===== config.mk =====
export PLATFORM = sky130hd
export DESIGN_NAME = ltsm_sb_tx_arbiter
export DESIGN_NICKNAME = d
export VERILOG_FILES = /design/src/rtl/ltsm_sb_tx_arbiter.sv
export SDC_FILE = /design/constraint.sdc
export NUM_CORES = 1
export LEC_CHECK = 0
export BUFFER_PORTS_ARGS = -buffer_cell sky130_fd_sc_hd__buf_4
export CORE_UTILIZATION = 47
export CTS_CLUSTER_SIZE = 30
export DETAILED_ROUTE_END_ITERATION = 16
export PLACE_DENSITY = 0.83
export SYNTH_ARGS = -nofsm -noshare
export SYNTH_HDL_FRONTEND = slang
export SYNTH_SLANG_ARGS = --single-unit

===== constraint.sdc =====
create_clock -name i_clk -period 1.75 [get_ports i_clk]
set_input_delay 0.175 -clock i_clk [delete_from_list [all_inputs] [get_ports i_clk]]
set_output_delay 0.175 -clock i_clk [all_outputs]
set_load 0.02 [all_outputs]

===== src/rtl/ltsm_sb_tx_arbiter.sv =====
// ltsm_sb_tx_arbiter
// Round-robin arbiter that shares the single sideband TX message path among
// the LTSM sub-state handshake blocks. The arbiter grants one requester,
// latches its message and holds o_sb_valid until the SB encoder finishes
// serialising the message (falling edge of i_sb_busy). It then returns a
// one-cycle done pulse to that requester. A wait timeout and a flush input
// keep a stuck or abandoned transfer from locking the sideband.
//
// Ports:
//   i_clk        clock
//   i_rst_n      asynchronous active-low reset
//   i_flush      LTSM state change; aborts any transfer, blocks new grants
//   i_req_valid  per-requester request level
//   i_req_msg    per-requester message, requester k at [k*SB_MSG_WIDTH +: SB_MSG_WIDTH]
//   i_sb_busy    SB is serialising the current message
//   o_sb_valid   message valid to SB encoder
//   o_sb_msg     latched message to SB encoder
//   o_grant      one-hot current owner, 0 when idle
//   o_req_done   one-cycle completion pulse to the owner
//   o_timeout    one-cycle pulse when a grant times out waiting for busy
module ltsm_sb_tx_arbiter #(
    parameter int unsigned NUM_REQ        = 4,
    parameter int unsigned SB_MSG_WIDTH   = 4,
    parameter int unsigned TIMEOUT_CYCLES = 255
) (
    input  logic                            i_clk,
    input  logic                            i_rst_n,
    input  logic                            i_flush,
    input  logic [NUM_REQ-1:0]              i_req_valid,
    input  logic [NUM_REQ*SB_MSG_WIDTH-1:0] i_req_msg,
    input  logic                            i_sb_busy,
    output logic                            o_sb_valid,
    output logic [SB_MSG_WIDTH-1:0]         o_sb_msg,
    output logic [NUM_REQ-1:0]              o_grant,
    output logic [NUM_REQ-1:0]              o_req_done,
    output logic                            o_timeout
);

    localparam int unsigned PTR_W = (NUM_REQ > 1) ? $clog2(NUM_REQ) : 1;
    localparam int unsigned TMR_W = $clog2(TIMEOUT_CYCLES + 1);

    localparam logic [PTR_W-1:0] LAST_IDX = PTR_W'(NUM_REQ - 1);
    localparam logic [TMR_W-1:0] TMR_MAX  = TMR_W'(TIMEOUT_CYCLES);

    typedef enum logic [1:0] {
        ST_IDLE,
        ST_SEND,
        ST_GAP
    } state_t;

    state_t              r_state;
    logic [PTR_W-1:0]    r_rr_ptr;
    logic [PTR_W-1:0]    r_owner;
    logic                r_busy_q;
    logic                r_busy_seen;
    logic [TMR_W-1:0]    r_timer;

    logic                w_fall;
    logic                w_found;
    logic [PTR_W-1:0]    w_sel;
    logic [PTR_W:0]      w_sum;
    logic [PTR_W-1:0]    w_owner_next;
    logic [SB_MSG_WIDTH-1:0] w_sel_msg;

    assign w_fall       = r_busy_q & ~i_sb_busy;
    assign w_owner_next = (r_owner == LAST_IDX) ? '0 : r_owner + 1'b1;
    assign w_sel_msg    = i_req_msg[w_sel*SB_MSG_WIDTH +: SB_MSG_WIDTH];

    // First requesting index at or above r_rr_ptr, wrapping modulo NUM_REQ.
    // The wrap is a compare-and-subtract so NUM_REQ need not be a power of two.
    always_comb begin
        w_found = 1'b0;
        w_sel   = '0;
        w_sum   = '0;
        for (int unsigned i = 0; i < NUM_REQ; i++) begin
            w_sum = {1'b0, r_rr_ptr} + (PTR_W+1)'(i);
            if (w_sum >= (PTR_W+1)'(NUM_REQ)) begin
                w_sum = w_sum - (PTR_W+1)'(NUM_REQ);
            end
            if (!w_found && i_req_valid[w_sum[PTR_W-1:0]]) begin
                w_found = 1'b1;
                w_sel   = w_sum[PTR_W-1:0];
            end
        end
    end

    always_ff @(posedge i_clk or negedge i_rst_n) begin
        if (!i_rst_n) begin
            r_state     <= ST_IDLE;
            r_rr_ptr    <= '0;
            r_owner     <= '0;
            r_busy_q    <= 1'b0;
            r_busy_seen <= 1'b0;
            r_timer     <= '0;
            o_sb_valid  <= 1'b0;
            o_sb_msg    <= '0;
            o_grant     <= '0;
            o_req_done  <= '0;
            o_timeout   <= 1'b0;
        end else begin
            r_busy_q   <= i_sb_busy;
            o_req_done <= '0;
            o_timeout  <= 1'b0;

            case (r_state)
                ST_IDLE: begin
                    if (!i_flush && w_found) begin
                        r_state     <= ST_SEND;
                        r_owner     <= w_sel;
                        o_grant     <= NUM_REQ'(1) << w_sel;
                        o_sb_msg    <= w_sel_msg;
                        o_sb_valid  <= 1'b1;
                        r_timer     <= '0;
                        r_busy_seen <= 1'b0;
                    end
                end

                ST_SEND: begin
                    if (i_flush) begin
                        r_state    <= ST_GAP;
                        o_sb_valid <= 1'b0;
                        o_grant    <= '0;
                    end else if (w_fall && r_busy_seen) begin
                        r_state    <= ST_GAP;
                        o_sb_valid <= 1'b0;
                        o_grant    <= '0;
                        o_req_done <= NUM_REQ'(1) << r_owner;
                        r_rr_ptr   <= w_owner_next;
                    end else if (!r_busy_seen && !i_req_valid[r_owner]) begin
                        // Withdrawn before the SB accepted it: no credit, pointer kept.
                        r_state    <= ST_GAP;
                        o_sb_valid <= 1'b0;
                        o_grant    <= '0;
                    end else if (!r_busy_seen && (r_timer == TMR_MAX)) begin
                        r_state    <= ST_GAP;
                        o_sb_valid <= 1'b0;
                        o_grant    <= '0;
                        o_timeout  <= 1'b1;
                        r_rr_ptr   <= w_owner_next;
                    end else if (!r_busy_seen) begin
                        // A level check also covers busy already high on SEND entry.
                        r_busy_seen <= i_sb_busy;
                        r_timer     <= r_timer + 1'b1;
                    end
                end

                ST_GAP: begin
                    r_state <= ST_IDLE;
                end

                default: begin
                    r_state <= ST_IDLE;
                end
            endcase
        end
    end

endmodule


==> Yosys cells after proc, flatten, opt, wreduce, memory -nomap -nowiden <==
Index checks and enable logic that the tools add are counted.
{ "totals": {"ff_bits": 30, "inputBits": 24, "out_inout_bits": 14, "elab_cells": 134} }
{ "op_classes": {"n_addsub": 9, "magnitude_cmp": 9, "n_eq_ne": 11, "shifts": 3, "n_mux": 66, "n_bitwise": 3, "n_reduce_logical": 22} }
{ "ops": {"columns": ["cell", "count"], "rows": [
  ["two-way mux 8 bit", 6],
  ["two-way mux 2 bit", 17],
  ["two-way mux 4 bit", 8],
  ["two-way mux 1 bit", 25],
  ["one-hot mux 8 bit (2 select lines)", 1],
  ["indexed part select 16 x 5 -> 4 bit", 1],
  ["less-than comparator 2 x 3 -> 1 bit, second input constant", 5],
  ["!= test 2 bit, second input constant", 7],
  ["binary-select mux 1 bit (select 2 bit)", 5],
  [">= comparator 3 bit, second input constant", 3],
  ["adder 8 x 1 -> 8 bit, second input constant", 1],
  ["equality test 8 bit, second input constant", 1],
  ["one-hot mux 4 bit (2 select lines)", 1],
  ["left shift 1 x 2 -> 4 bit, first input constant", 2],
  ["subtractor 2 x 1 -> 2 bit, second input constant", 4],
  ["logical AND 1 bit", 7],
  ["AND reduction 7 bit", 1],
  ["adder 2 x 2 -> 3 bit, second input constant", 2],
  ["logical NOT 1 bit", 6],
  ["AND reduction 6 bit", 1],
  ["!= test 5 bit, second input constant", 1],
  ["one-hot mux 1 bit (2 select lines)", 2],
  ["one-hot mux 2 bit (2 select lines)", 1],
  ["AND reduction 2 bit", 2],
  ["11 further kinds", 13]
]} }

==> Logic depth before layout (Yosys ltp) <==
Gate-level depths: netlist of the first run.
{ "depth": {"depth_word": 17, "ltp_mapped": 6, "mapped_depth_nobuf": 6} }

==> Worst setup path before layout of the first run <==
No wires, ideal clock.
{ "synth_timing": {"path_kind": "reg-to-reg", "start": "register r_rr_ptr[1]", "end": "register o_sb_msg[0]", "setup_ps": 124, "arrival_time_ps": 1604, "t_required_ps": 1626, "path_slack_ps": 22, "path_stages_with_launch": 7, "n_path_buf": 1, "synth_period_minus_slack_ps": 1728, "path_cell_list": "dfrtp_1 mux2_2 o221ai_2 buf_6 mux2i_1 nor3_1 a211o_1"} }
{ "synth_via": {"elab_chain_cells": 16, "elab_cells_between_ends": 40, "cone_classes": "add/sub: 7; order compare: 4; shift: 1; mux: 20; reduce/logical: 8"} }
{ "synth_lines": {"columns": ["element", "line_no", "source"], "rows": [
  ["start: declaration", "52", "logic [PTR_W-1:0] r_rr_ptr;"],
  ["start signal: assignment", "128", "r_rr_ptr <= w_owner_next;"],
  ["start signal: assignment", "139", "r_rr_ptr <= w_owner_next;"],
  ["parallel branches: the longest is 16 deep, another holds adder 2 x 1 -> 3 bit", null, null],
  ["end signal: assignment", "111", "o_sb_msg <= w_sel_msg;"],
  ["end: declaration", "33", "output logic [SB_MSG_WIDTH-1:0] o_sb_msg,"]
]} }
Parallel ways; which one is timed is not known. The select of a mux whose other input is x is not followed.
A chain may end at the register's enable or synchronous reset.

==> Worst setup path after layout of the first run <==
{ "layout_timing": {"start": "register r_owner[0]", "end": "register o_grant[3]"} }
{ "layout_via": {"elab_chain_cells": 8, "elab_cells_between_ends": 10, "cone_classes": "eq/ne: 1; mux: 6; reduce/logical: 3"} }
{ "layout_lines": {"columns": ["element", "line_no", "source"], "rows": [
  ["start: declaration", "53", "logic [PTR_W-1:0] r_owner;"],
  ["start signal: assignment", "109", "r_owner <= w_sel;"],
  ["binary-select mux 1 bit (select 2 bit) *", "129", "end else if (!r_busy_seen && !i_req_valid[r_owner]) begin"],
  ["two-way mux 1 bit (not written as such) *", "129", null],
  ["logical NOT 1 bit *", "129", null],
  ["logical AND 1 bit *", "129", null],
  ["two-way mux 4 bit", "129", null],
  ["two-way mux 4 bit", "123", "end else if (w_fall && r_busy_seen) begin"],
  ["two-way mux 4 bit", "119", "if (i_flush) begin"],
  ["one-hot mux 4 bit (2 select lines)", "105", "case (r_state)"],
  ["end signal: assignment", "110", "o_grant <= NUM_REQ'(1) << w_sel;"],
  ["end: declaration", "34", "output logic [NUM_REQ-1:0] o_grant,"]
]} }
Mark *: on every way between the ends. The rest lies on a longest branch, timed or not. The select of a mux whose other input is x is not followed.

==> results of run 1 <==
[power breakdown]
group / internal (mW) / leakage (nW) / switching, mW
clock network: 0.296 / 0.0450 / 0.259
logic: 0.651 / 0.625 / 0.637
registers: 0.868 / 0.393 / 0.150
[timing repair]
item                                    in CTS  in global routing
pin swaps                                    1                  4
hold buffers                                 2                  0
buffers inserted                             3                  3
gates resized for setup                      4                  9
hold endpoints to repair                    31                  0
endpoints found under the setup margin       5                 14
[how the worst max path moves through the flow]
stage,startpoint,end,slack (ns),cells after the start
finish,r_owner[0]$_DFFE_PN0P_,o_grant[3]$_DFFE_PN0P_,-0.04,5
CTS,r_rr_ptr[1]$_DFFE_PN0P_,o_sb_msg[1]$_DFFE_PN0P_,-0.05,6
global route,r_rr_ptr[1]$_DFFE_PN0P_,o_sb_msg[0]$_DFFE_PN0P_,-0.08,6
detailed placement,r_rr_ptr[1]$_DFFE_PN0P_,o_sb_msg[1]$_DFFE_PN0P_,-0.09,6
floorplan,r_rr_ptr[1]$_DFFE_PN0P_,o_sb_msg[0]$_DFFE_PN0P_,0.02,6
global placement,r_rr_ptr[1]$_DFFE_PN0P_,o_sb_msg[3]$_DFFE_PN0P_,-0.005,6
[area by class of cell]
type | instances | share of cell area, %
Clock inverter | 3 | 1.863
Clock buffer | 5 | 1.746
Timing Repair Buffer | 56 | 19.97
Inverter | 4 | 0.6985
Multi-Input combinational cell | 101 | 38.18
Tap cell | 44 | 2.561
Sequential cell | 30 | 34.98
[flip-flops by register name, summed over array words and instances (netlist names)]
register,flops
o_timeout,1
r_busy_q,1
r_timer,8
r_rr_ptr,2
o_sb_msg,4
r_owner,2
r_state,2
o_sb_valid,1
r_busy_seen,1
o_req_done,4
o_grant,4
[cells in the final DEF, fill, tap and decap left out, types with 2 or more instances in the layout]
cell,count
dfrtp_1,29
mux2i_1,8
ha_1,5
a211o_1,4
and2_1,4
xor2_1,2
nand2_1,5
nand4_1,3
xnor2_1,2
a21oi_1,3
nor3_1,9
mux2_2,2
a22o_2,3
a21o_1,2
dlygate4sd3_1,2
o21ai_0,3
nand3_1,2
clkinv_2,2
inv_1,4
nor3_2,2
clkbuf_4,5
nor2_1,11
buf_4,53
[cell usage after synthesis, drive strengths merged (4+ instances only)]
master / n
nor3: 11
inv: 4
a22o: 4
mux2i: 8
ha: 5
a211o: 4
nand2: 6
nor2: 12
and2: 4
dfrtp: 30
[logic make-up after synthesis]
group,count (synthesis),share of synthesized area [%]
and+or+nand+nor,51,18.33
DFF,30,48.23
AOI/OAI and AO/OA,29,15.27
muxes,12,8.762
buffers and inverters,7,3.135
adders and majority gates,5,4.019
xor gates and xnor gates,4,2.251
[metrics by stage]
stage	TNS (ns)	instance area, um^2
4_1_cts	-0.1862	2086
2_1_floorplan	0	1556
5_1_grt	-0.6152	2150
3_3_place_gp	-0.01070	1938
3_5_place_dp	-0.2600	1938
6_report	-0.1629	2150
[worst min-delay path: cells and delay by family]
family	cells	cell delay, ns
AND/OR/NAND/NOR	2	0.18
buffers and inverters	1	0.13
[metal layers]
layer | vias up | wire, um | GRT usage [%]
li1 | 636 | - | -
met1 | 649 | 1472 | 27.11
met2 | 50 | 1938 | 37.40
met3 | 4 | 205 | 4.803
met4 | 0 | 27 | 9.967
met5 | - | 0 | 0
==> flow_summary_export.csv, run 1 <==
group,metric,value,unit
global_route,grt_pass1_vias,1226,
flow_run,drv_cap,0,
detailed_routing,viasPerCell,5.510,
global_route,grt_max_degree,31,
sta,fin_worst_skew,0.01053,ns
sta,max_slew_margin,61.52,%
synthesis,synth_warnings,0,
synthesis,syn_area_per_cell,11.28,um^2
finish,multi_input_area,820.8,um^2
clock_network,worstSkewPairLatency,0.35,ns
critical_path,path_delay_family,"compound AO/OA/AOI/OAI gates",
critical_path,rr_worst_depth,5,
detailed_routing,wl_per_cell,15.00,um
synthesis,synth_largest_area_cell,"dfrtp_1",
clock_network,cts_buffer_depth,2,
hold_path,worstHoldStart,"i_flush",
power_and_ir_drop,total_power,2.861,mW
synthesis,synth_cells,138,
clock_network,clk_pin_slew,0.10,ns
sta,rsz0062_at_grt,"yes",
synthesis,synth_seq_cells,30,
placement,dp_hpwl,2.521,mm
die,rows,20,
sta,fmax,0.5590,GHz
sta,setup_ws,-0.03903,ns
die,core,0.003103,mm^2
clock_network,cts-htree-levels,2,
die,initial_core_util,50.16,%
synthesis,async_reset_ff_share,100.0,%
global_route,track_usage,22.16,%
critical_path,cp.buffers_inverters,0,
detailed_routing,drtIter0Drc,34,
synthesis,yosys.area.top_type_share,48.23,%
sta,setup_viol,5,
finish,antenna_cells,0,
placement,gp_congestion,0.7678,
synthesis,netlist_area,0.001556,mm^2
critical_path,cp.required,1.99,ns
die,ios,38,
critical_path,rrSetupSlack,-0.04,ns
placement,dp.cells,227,
synthesis,synth_nets,167,
synthesis,ys.flop_type,"dfrtp_1",
sta,hold_viol_final,0,
finish,nets,227,
hold_path,hold_path_class,"in -> reg",
placement,io_buffer_count,37,
finish,drive_above_1_share,43.72,%
detailed_routing,wl,3.645,mm
die,die_y,59.55,um
hold_path,holdPathStages,3,
global_route,overflow,0,
die,fp.dieW,59.55,um
synthesis,synth.distinct_cells,47,
critical_path,crit_chain,"mux4_2, o21a_1, o211ai_2, nand2_2, a22o_2",
critical_path,crit_slowest_cell,"mux4_2",
hold_path,hold_end,"r_busy_seen$_DFFE_PN0P_",
global_route,grt_pass1_wl,5.699,mm
sta,hold_ws,0.1852,ns
outcome,violations,"negative setup slack",
critical_path,worstSetupPathType,"reg -> reg",
sta,drv_slew,0,
clock_network,cts_sinks,30,
critical_path,cp-end-kind,"flip-flop",
synthesis,ys_seq_area_share,48.23,%
synthesis,synth_edf_count,0,
critical_path,reg2reg_from,"r_owner[0]$_DFFE_PN0P_",
clock_network,cts_made_buffers,5,
clock_network,cts-root-buf,"clkbuf_4",
critical_path,critPathMaxFanout,6,
finish,fill_cells,232,
finish,syn2layout_area_growth,38.10,%
critical_path,crit_path_max_incr_delay,0.58,ns
detailed_routing,drc,0,
sta,fin_crit_sh,102.2,%
detailed_routing,drtPass1Iterations,4,
critical_path,arrival,2.03,ns
power_and_ir_drop,leakage,1.063,nW
synthesis,ys_top_cells_by_area,"dfrtp_1 (48%), mux2i_1 (5.1%), ha_1 (4.0%)",
finish,seq_area,752.0,um^2
sta,min_period,1.789,ns
power_and_ir_drop,vdd_drop_max,0.9149,mV
finish,instances_no_fill,243,
detailed_routing,num_vias,1339,
finish,fin_util,69.27,%
die,die-area,0.003546,mm^2
sta,tightest_slew,0.5720,ns
critical_path,rr_endpoint,"o_grant[3]$_DFFE_PN0P_",
power_and_ir_drop,power_density,1331,mW/mm^2
detailed_routing,drtAntennaViolNets,0,
outcome,status,"finished with violations",
critical_path,cp-start-kind,"flip-flop",
global_route,antenna_found_initial,0,
placement,pre_cts_slack,-0.08793,ns
clock_network,cts_tree,"yes",
No activity file was read; power rests on OpenSTA's default activity.
==> run 2: changes to the inputs <==
--- a/config.mk
+++ b/config.mk
@@ -10,6 +10,7 @@
 export CTS_CLUSTER_SIZE = 30
 export DETAILED_ROUTE_END_ITERATION = 16
 export PLACE_DENSITY = 0.83
+export SKIP_CTS_REPAIR_TIMING = 1
 export SYNTH_ARGS = -nofsm -noshare
 export SYNTH_HDL_FRONTEND = slang
 export SYNTH_SLANG_ARGS = --single-unit
==> flow_summary_export.csv, run 2 (synthesis results as in run 1) <==
group,metric,value,unit
detailed_routing,top_layer_used,"met4",
global_route,grt_pass1_vias,1220,
finish,drive_above_1_share,44.22,%
power_and_ir_drop,intPower,1.843,mW
flow_run,drv_cap,0,
critical_path,arrival,2.03,ns
critical_path,worstSetupPathType,"reg -> reg",
sta,min_period,1.790,ns
die,ios,38,
critical_path,critPathMaxFanout,5,
detailed_routing,drtPass1Iterations,4,
sta,rsz0062_at_grt,"yes",
critical_path,reg2reg_from,"r_owner[0]$_DFFE_PN0P_",
critical_path,rrSetupSlack,-0.04,ns
finish,fill_cells,238,
sta,setup_viol,6,
sta,setup_ws,-0.03993,ns
power_and_ir_drop,clkPwrFrac,19.1,%
die,die_y,59.55,um
power_and_ir_drop,leakage,1.068,nW
critical_path,crit_cells,5,
sta,hold_viol_final,0,
clock_network,cts_sinks,30,
clock_network,cts_tree,"yes",
global_route,track_usage,21.33,%
detailed_routing,dr_wl_met2,1.948,mm
die,rows,20,
clock_network,clk_pin_slew,0.10,ns
sta,fin_worst_skew,0.01100,ns
placement,dp_hpwl,2.521,mm
detailed_routing,wl,3.689,mm
power_and_ir_drop,p_comb_share,45.9,%
critical_path,crit_end,"o_grant[0]$_DFFE_PN0P_",
sta,fin_crit_sh,102.3,%
detailed_routing,drc,0,
sta,tightest_slew,0.5801,ns
finish,fin_util,69.68,%
critical_path,cp-end-kind,"flip-flop",
clock_network,cts-htree-levels,2,
critical_path,crit_chain,"mux4_2, o21a_1, o211ai_2, nand2_2, a32o_1",
finish,nets,227,
clock_network,worstSkewPairLatency,0.34,ns
detailed_routing,viasPerCell,5.461,
power_and_ir_drop,switching_share,36.84,%
detailed_routing,drt-met1-wl,1.509,mm
clock_network,cts-root-buf,"clkbuf_4",
detailed_routing,dr_wl_met3,179,um
detailed_routing,drtIter0Drc,34,
global_route,grt_pass1_wl,5.478,mm
detailed_routing,num_vias,1327,
finish,final_common_cell,"buf_4",
critical_path,path_delay_family,"compound AO/OA/AOI/OAI gates",
finish,syn2layout_area_growth,38.91,%
power_and_ir_drop,power.switching,1.075,mW
detailed_routing,drtAntennaViolNets,0,
sta,drv_slew,0,
finish,largest_reg_flops,8,
die,fp.dieW,59.55,um
placement,placed_cell_area,0.001938,mm^2
critical_path,crit_slowest_cell,"mux4_2",
outcome,violations,"negative setup slack",
critical_path,cp.buffers_inverters,0,
critical_path,startpoint,"r_owner[0]$_DFFE_PN0P_",
global_route,overflow,0,
critical_path,rr_endpoint,"o_grant[0]$_DFFE_PN0P_",
clock_network,cts_buffer_depth,2,
hold_path,hold_path_class,"in -> reg",
sta,fmax,0.5587,GHz
placement,gp_congestion,0.7678,
finish,final_cell_mix,"buf_4 (52), dfrtp_1 (28), nor2_1 (11), nor3_1 (9), mux2i_1 (8)",
finish,finalInstanceArea,0.002162,mm^2
finish,regMostFlops,"r_timer",
die,initial_core_util,50.16,%
die,core,0.003103,mm^2
power_and_ir_drop,total_power,2.918,mW
critical_path,crit_path_max_incr_delay,0.58,ns
detailed_routing,wl_per_cell,15.18,um
outcome,status,"finished with violations",
critical_path,cp-start-kind,"flip-flop",
global_route,antenna_found_initial,0,
die,die-area,0.003546,mm^2
power_and_ir_drop,power_density,1350,mW/mm^2
power_and_ir_drop,pwr-share-seq,35.0,%
critical_path,rr_worst_depth,5,
clock_network,cts_made_buffers,5,
hold_path,worstHoldStart,"i_flush",
sta,max_slew_margin,60.97,%
power_and_ir_drop,vdd_drop_max,0.9347,mV
critical_path,cp.required,1.99,ns
placement,io_buffer_count,37,
global_route,grt_max_degree,31,
finish,antenna_cells,0,
==> run 2: layer usage <==
metal	vias to the layer above	GRT usage, %
met5	-	0
met4	0	10.96
met3	7	5.022
met2	42	35.96
met1	644	25.28
li1	634	-
==> run 2: final cells by class <==
cell class	count	area (um^2)	area share, %
inverter	4	15.01	0.6944
clock buffer	5	37.54	1.736
multi-input combinational	101	828.3	38.31
clock inverter	3	40.04	1.852
timing repair buffer	56	432.9	20.02
tap	44	55.05	2.546
sequential	30	753.2	34.84
==> run 2: worst min path at each step <==
stage | to | cells past startpoint
after floorplan | o_grant[0]$_DFFE_PN0P_ | 0
after global placement | r_timer[2]$_DFFE_PN0P_ | 1
after detailed placement | o_timeout$_DFF_PN0_ | 1
after CTS | o_sb_msg[1]$_DFFE_PN0P_ | 1
after global routing | r_busy_seen$_DFFE_PN0P_ | 3
final | r_timer[4]$_DFFE_PN0P_ | 3
==> run 2: per-stage QoR <==
step | setup WS [ns] | std cells | setup TNS [ns] | hold WS (ns)
after floorplan | 0.02166 | 138 | 0 | -0.1206
after global placement | -0.005307 | 227 | -0.01070 | 0.1164
after detailed placement | -0.08793 | 227 | -0.2600 | 0.1264
after CTS | -0.1097 | 235 | -0.3439 | -0.2534
after global routing | -0.1162 | 243 | -0.7638 | 0.2023
final | -0.03993 | 243 | -0.1803 | 0.1866
==> run 2: worst min-delay path: stages <==
cell and delay, ns:
buf_4 0.13, nor4_4 0.08, nor2_1 0.10
==> run 2: power groups by stage <==
stage               Sequential, mW  Clock (mW)  Combinational (mW)
floorplan                     1.12           0               0.598
global placement             0.994           0                1.11
detailed placement            1.00           0                1.15
CTS                          0.996       0.562                1.16
global route                  1.04       0.595                1.43
finish                        1.02       0.557                1.34
